$ cat src/rtl/eight_queen_pkg.sv
// Shared types and constants for the stacked N-queens solver.
package eight_queen_pkg;

  localparam int unsigned MAX_N = 8;
  localparam int unsigned COL_W = 3;
  localparam int unsigned SP_W  = 4;

  typedef enum logic [1:0] {
    IDLE,
    SEARCH,
    ADVANCE,
    FINISH
  } state_t;

  typedef logic [MAX_N-1:0][COL_W-1:0] stack_t;

  function automatic logic [COL_W-1:0] abs_diff(input logic [COL_W-1:0] a,
                                                input logic [COL_W-1:0] b);
    return (a >= b) ? (a - b) : (b - a);
  endfunction

  function automatic logic [MAX_N-1:0] col_onehot(input logic [COL_W-1:0] c);
    return MAX_N'(1) << c;
  endfunction

endpackage

$ cat src/rtl/queen_conflict_check.sv
// Tests a candidate column against every queen already placed below the stack pointer.
module queen_conflict_check
  import eight_queen_pkg::*;
(
  input  stack_t           i_stack,
  input  logic [SP_W-1:0]  i_sp,
  input  logic [COL_W-1:0] i_col,
  output logic             o_conflict
);

  always_comb begin
    o_conflict = 1'b0;
    for (int unsigned i = 0; i < MAX_N; i++) begin
      if (SP_W'(i) < i_sp) begin
        if (i_stack[i] == i_col) begin
          o_conflict = 1'b1;
        end
        // Diagonal hit when column distance equals row distance.
        if ({1'b0, abs_diff(i_stack[i], i_col)} == (i_sp - SP_W'(i))) begin
          o_conflict = 1'b1;
        end
      end
    end
  end

endmodule

$ cat src/rtl/stacked_eight_queen.sv
// Backtracking N-queens accelerator; presents the found board one row per cycle.
// Optional build macro ALL_SOLUTIONS_EN: a start after a solution resumes to the next one.
module stacked_eight_queen
  import eight_queen_pkg::*;
#(
  parameter int unsigned N = 8
) (
  input  logic       clk,
  input  logic       user_reset,
  input  logic       start,
  output logic       ready,
  output logic       done,
  output logic       no_answer,
  output logic [7:0] out_bus
);

  localparam logic [COL_W-1:0] LAST_COL = COL_W'(N - 1);
  localparam logic [SP_W-1:0]  LAST_SP  = SP_W'(N - 1);

  state_t           r_state, w_state_nxt;
  stack_t           r_stack;
  logic [SP_W-1:0]  r_sp, w_sp_nxt;
  logic [COL_W-1:0] r_col, w_col_nxt;
  logic [COL_W-1:0] r_row, w_row_nxt;
  logic             r_no_answer, w_na_nxt;
  logic             r_start_q;
  logic             w_push;
  logic             w_conflict;
  logic             w_ready;
  logic             w_start_acc;
  logic [COL_W-1:0] w_pop_idx;
  logic [SP_W-1:0]  w_sp_m1;

  queen_conflict_check u_check (
    .i_stack    (r_stack),
    .i_sp       (r_sp),
    .i_col      (r_col),
    .o_conflict (w_conflict)
  );

  assign w_ready     = (r_state == IDLE) || (r_state == FINISH);
  assign w_start_acc = start && !r_start_q && w_ready;
  assign w_sp_m1     = r_sp - SP_W'(1);
  assign w_pop_idx   = COL_W'(w_sp_m1);

  always_ff @(posedge clk or negedge user_reset) begin
    if (!user_reset) begin
      r_state     <= IDLE;
      r_sp        <= '0;
      r_col       <= '0;
      r_row       <= '0;
      r_no_answer <= 1'b0;
      r_start_q   <= 1'b0;
    end else begin
      r_state     <= w_state_nxt;
      r_sp        <= w_sp_nxt;
      r_col       <= w_col_nxt;
      r_row       <= w_row_nxt;
      r_no_answer <= w_na_nxt;
      r_start_q   <= start;
    end
  end

  always_ff @(posedge clk or negedge user_reset) begin
    if (!user_reset) begin
      r_stack <= '0;
    end else if (w_push) begin
      r_stack[COL_W'(r_sp)] <= r_col;
    end
  end

  always_comb begin
    w_state_nxt = r_state;
    w_sp_nxt    = r_sp;
    w_col_nxt   = r_col;
    w_row_nxt   = r_row;
    w_na_nxt    = r_no_answer;
    w_push      = 1'b0;
    unique case (r_state)
      IDLE: begin
        if (w_start_acc) begin
          w_state_nxt = SEARCH;
          w_sp_nxt    = '0;
          w_col_nxt   = '0;
          w_na_nxt    = 1'b0;
        end
      end
      SEARCH: begin
        if (!w_conflict) begin
          w_push    = 1'b1;
          w_sp_nxt  = r_sp + SP_W'(1);
          w_col_nxt = '0;
          if (r_sp == LAST_SP) begin
            w_state_nxt = FINISH;
            w_na_nxt    = 1'b0;
            w_row_nxt   = '0;
          end
        end else if (r_col != LAST_COL) begin
          w_col_nxt = r_col + COL_W'(1);
        end else if (r_sp == '0) begin
          w_state_nxt = FINISH;
          w_na_nxt    = 1'b1;
          w_row_nxt   = '0;
        end else begin
          w_sp_nxt    = w_sp_m1;
          w_col_nxt   = r_stack[w_pop_idx];
          w_state_nxt = ADVANCE;
        end
      end
      ADVANCE: begin
        if (r_col != LAST_COL) begin
          w_col_nxt   = r_col + COL_W'(1);
          w_state_nxt = SEARCH;
        end else if (r_sp == '0) begin
          w_state_nxt = FINISH;
          w_na_nxt    = 1'b1;
          w_row_nxt   = '0;
        end else begin
          w_sp_nxt  = w_sp_m1;
          w_col_nxt = r_stack[w_pop_idx];
        end
      end
      FINISH: begin
        w_row_nxt = (r_row == LAST_COL) ? '0 : r_row + COL_W'(1);
        if (w_start_acc) begin
          w_state_nxt = SEARCH;
          w_sp_nxt    = '0;
          w_col_nxt   = '0;
          w_na_nxt    = 1'b0;
`ifdef ALL_SOLUTIONS_EN
          // Resume: treat the top queen as conflicting so ADVANCE moves past this board.
          if (!r_no_answer) begin
            w_state_nxt = ADVANCE;
            w_sp_nxt    = w_sp_m1;
            w_col_nxt   = r_stack[w_pop_idx];
          end
`endif
        end
      end
      default: w_state_nxt = IDLE;
    endcase
  end

  assign ready     = w_ready;
  assign done      = (r_state == FINISH);
  assign no_answer = (r_state == FINISH) && r_no_answer;
  assign out_bus   = ((r_state == FINISH) && !r_no_answer) ? col_onehot(r_stack[r_row]) : '0;

endmodule

$ cat config.mk
export PLATFORM = sky130hd
export DESIGN_NAME = stacked_eight_queen
export DESIGN_NICKNAME = d
export VERILOG_FILES = /design/src/rtl/eight_queen_pkg.sv /design/src/rtl/queen_conflict_check.sv /design/src/rtl/stacked_eight_queen.sv
export SDC_FILE = /design/constraint.sdc
export NUM_CORES = 1
export LEC_CHECK = 0
export CAP_MARGIN = 20
export CORE_MARGIN = 3
export CORE_UTILIZATION = 50
export CTS_BUF_LIST = sky130_fd_sc_hd__clkbuf_2
export DETAILED_ROUTE_END_ITERATION = 16
export PLACE_DENSITY_LB_ADDON = 0.1
export SYNTH_ARGS = -nofsm -noshare
export SYNTH_HDL_FRONTEND = slang
export SYNTH_SLANG_ARGS = --single-unit
$ cat constraint.sdc
create_clock -name clk -period 13.1 [get_ports clk]
set_clock_uncertainty 0.2 [all_clocks]
set_input_delay 1.965 -clock clk [delete_from_list [all_inputs] [get_ports clk]]
set_output_delay 1.965 -clock clk [all_outputs]
set_load 0.005 [all_outputs]
==> flow_summary_export.csv <==
group,metric,value,unit
worst_setup_path,crit_fanout,16,
global_routing,overflow,0,
worst_setup_path,cpMaxStageDelayCell,"a211oi_2",
placement,dpl.hpwl,10.0,mm
floorplanning,dieArea,11200,um2
sta,period_minus_slack,5.26,ns
synth,ys.flop_type,"dfrtp_1",
floorplanning,core-area,9460,um2
global_routing,grt_util_all_layers,24.5,%
job,drv_cap,0,
drt,drc,0,
sta,worst_slew_pin_slew,0.966,ns
sta,hold_viol,0,
placement,place.gp.congestion,0.878,
drt,first_pass_iters,5,
floorplanning,start_util,52.5,%
sta,timing.final.crit_share,40.1,%
placement,place_ws,7.99,ns
final_layout,antenna_cells,0,
clock_network,root_buffer,"clkbuf_2",
final_layout,drive_above_1_share,9.11,%
synth,synthArstFlopShare,100,%
final_layout,area_growth,4.94,%
synth,synth_cells,535,
sta,holdWs,0.374,ns
drt,first_iter_violations,310,
sta,setup-tns-final,0,ns
placement,numPlacedInstances,659,
worst_setup_path,worstPathRequired,13.19,ns
floorplanning,fp.dieH,106,um
clock_network,cts_buffer_depth,2,
worst_setup_path,worstPathCellList,"clkinv_1, ha_1, inv_1, fa_1, or3b_2, o2111ai_2, nor3_1, xor2_1, a32o_1, a211oi_2, and2_4, and4_1, mux2_1",
sta,final-max-slew-violation-count,0,
outcome,status,"completed",
clock_network,cts_tree,"yes",
drt,vias,4107,
sta,maxSlewHeadroom,35.6,%
worst_hold_path,holdCritPathClass,"register to register",
global_routing,grt_pass1_wl,21.5,mm
sta,finalWorstSetupSlack,7.84,ns
clock_network,cts_sinks,38,
drt,wl_per_cell,20.0,um
floorplanning,die_w,106,um
synth,synth_edf_count,0,
drt,via_per_inst,6.16,
synth,syn_nets,613,
clock_network,htreeDepth,2,
synth,synth_area,4960,um2
global_routing,grt_pass1_vias,4086,
worst_setup_path,crit_type,"register to register",
sta,max_freq,190,MHz
clock_network,numCtsBuffers,5,
synth,ys_ff_latch,38,
worst_setup_path,end_kind,"register",
global_routing,grt_max_degree,39,
clock_network,post_cts_buffers,0,
synth,syn_avg_cell_area,9.28,um2
pwr,p_leak,2.41,nW
placement,port_buffers,13,
drt,ant_nets,0,
worst_setup_path,cp_num_buf_inv,2,
sta,rsz0062_at_grt,"no",
clock_network,clk_pin_slew,0.26,ns
sta,setup_viol,0,
synth,ys_seq_area_share,19.2,%
clock_network,hold_buffers,0,
synth,yosysWarnings,0,
global_routing,antenna_found_initial,0,
final_layout,layoutNonFillerInstCount,667,
worst_setup_path,start_kind,"register",
pwr,ir_drop,23.1,uV
pwr,powerDensity,34.2,nW/um2
worst_setup_path,cpPeakStageDelay,0.78,ns
clock_network,cts-resized-gates,0,
floorplanning,io_pins,14,
clock_network,insertion_delay,0.42,ns
worst_setup_path,crit_arrival,5.34,ns
final_layout,nets,615,
synth,ys_types,73,
worst_setup_path,cp_top_family,"simple AND/OR/NAND/NOR gates",
drt,finalWirelength,13.3,mm
floorplanning,row_count,35,
-- sequential cells by signal (all words and copies together) (netlist names) --
name         count
r_stack         24
r_sp             4
r_col            3
r_row            3
r_state          2
r_no_answer      1
r_start_q        1
-- metal layers --
| layer | GRT usage, % | up-vias | share of wire [%] |
|---|---|---|---|
| li1 | - | 1931 | - |
| met1 | 33.3 | 2004 | 43 |
| met2 | 40.8 | 148 | 48 |
| met3 | 3.80 | 24 | 6.9 |
| met4 | 6.38 | 0 | 2.1 |
| met5 | 0 | - | 0 |
-- stage by stage --
stage	instance area, um2	power (mW)	util [%]
2_1_floorplan	4960	0.120	-
4_1_cts	5210	0.178	55.1
6_report	5210	0.178	55.1
3_5_place_dp	5170	0.123	54.6
5_1_grt	5210	0.185	55.1
3_3_place_gp	5170	0.123	54.6
-- cell type report --
cell class                      instances  area (um2)
Fill cell                             861        4250
Multi-Input combinational cell        422        3700
Sequential cell                        38         951
Inverter                               54         203
Tap cell                              129         161
Timing Repair Buffer                   16         148
Clock buffer                            5        25.0
Clock inverter                          3        16.3
-- path summary, 6_finish.rpt --
| path | start | to | slack [ns] | depth (start not counted) |
|---|---|---|---|---|
| setup / recovery | r_col[0]$_DFFE_PN0P_ | r_stack[17]$_DFFE_PN0P_ | 7.84 | 13 |
| hold / removal | r_no_answer$_DFFE_PN0P_ | r_no_answer$_DFFE_PN0P_ | 0.37 | 1 |
| setup reg to reg | r_col[0]$_DFFE_PN0P_ | r_stack[17]$_DFFE_PN0P_ | 7.84 | 13 |
| hold reg to reg | r_no_answer$_DFFE_PN0P_ | r_no_answer$_DFFE_PN0P_ | 0.37 | 1 |
| max in group asynchronous | user_reset | r_stack[13]$_DFFE_PN0P_ | 10.61 | 1 |
| min in group asynchronous | user_reset | r_stack[3]$_DFFE_PN0P_ | 1.45 | 1 |
-- cells in the mapped netlist, drive strengths merged, types with 12 or more instances --
library cell / n / area [um2]
nand3: 13 / 65.1
mux2i: 32 / 320
mux2: 12 / 158
xnor2: 15 / 131
ha: 59 / 738
a21oi: 22 / 110
inv: 49 / 184
dfrtp: 38 / 951
nand2: 41 / 154
fa: 16 / 320
nand2b: 19 / 126
mux4: 12 / 270
nor2: 25 / 93.8
o21ai: 20 / 100
-- placed cells by master, fill, tap and decap left out, types with 4 or more instances in the layout --
master / n
clkbuf_2: 5
o21ai_0: 20
mux2_1: 4
clkdlybuf4s50_1: 12
a21oi_1: 22
ha_1: 59
nor2_1: 25
nand4_2: 4
nand3b_1: 4
nand3_1: 13
a31oi_1: 9
clkinv_1: 6
or3_1: 4
a21o_1: 7
xor2_1: 7
nand2_1: 41
nand2b_1: 18
and3_1: 6
mux4_2: 12
fa_1: 16
o22ai_1: 5
mux2_4: 6
mux2i_1: 32
and2_1: 6
dfrtp_1: 38
xnor2_1: 15
inv_1: 49
nor2b_1: 9
o21a_1: 4
nor3_1: 4
a211oi_1: 5
-- logic make-up after synthesis --
| group | count (synthesis) | share of synthesized area, % |
|---|---|---|
| AO/OA/AOI/OAI | 112 | 16.4 |
| XOR/XNOR | 22 | 3.88 |
| adder cells (fa/ha/maj) | 75 | 21.3 |
| buffers and inverters | 75 | 6.20 |
| flip-flops | 38 | 19.2 |
| multiplexers | 56 | 15.1 |
| AND/OR/NAND/NOR | 157 | 17.9 |
-- power breakdown --
group          internal, mW  leakage, nW  switching [mW]  total, mW
sequential            0.118        0.452       0.0000575      0.118
combinational      0.000401         1.94         0.00271    0.00311
clock                0.0122       0.0264          0.0450     0.0572
total                 0.130         2.41          0.0478      0.178
No activity file was read; power rests on OpenSTA's default activity.
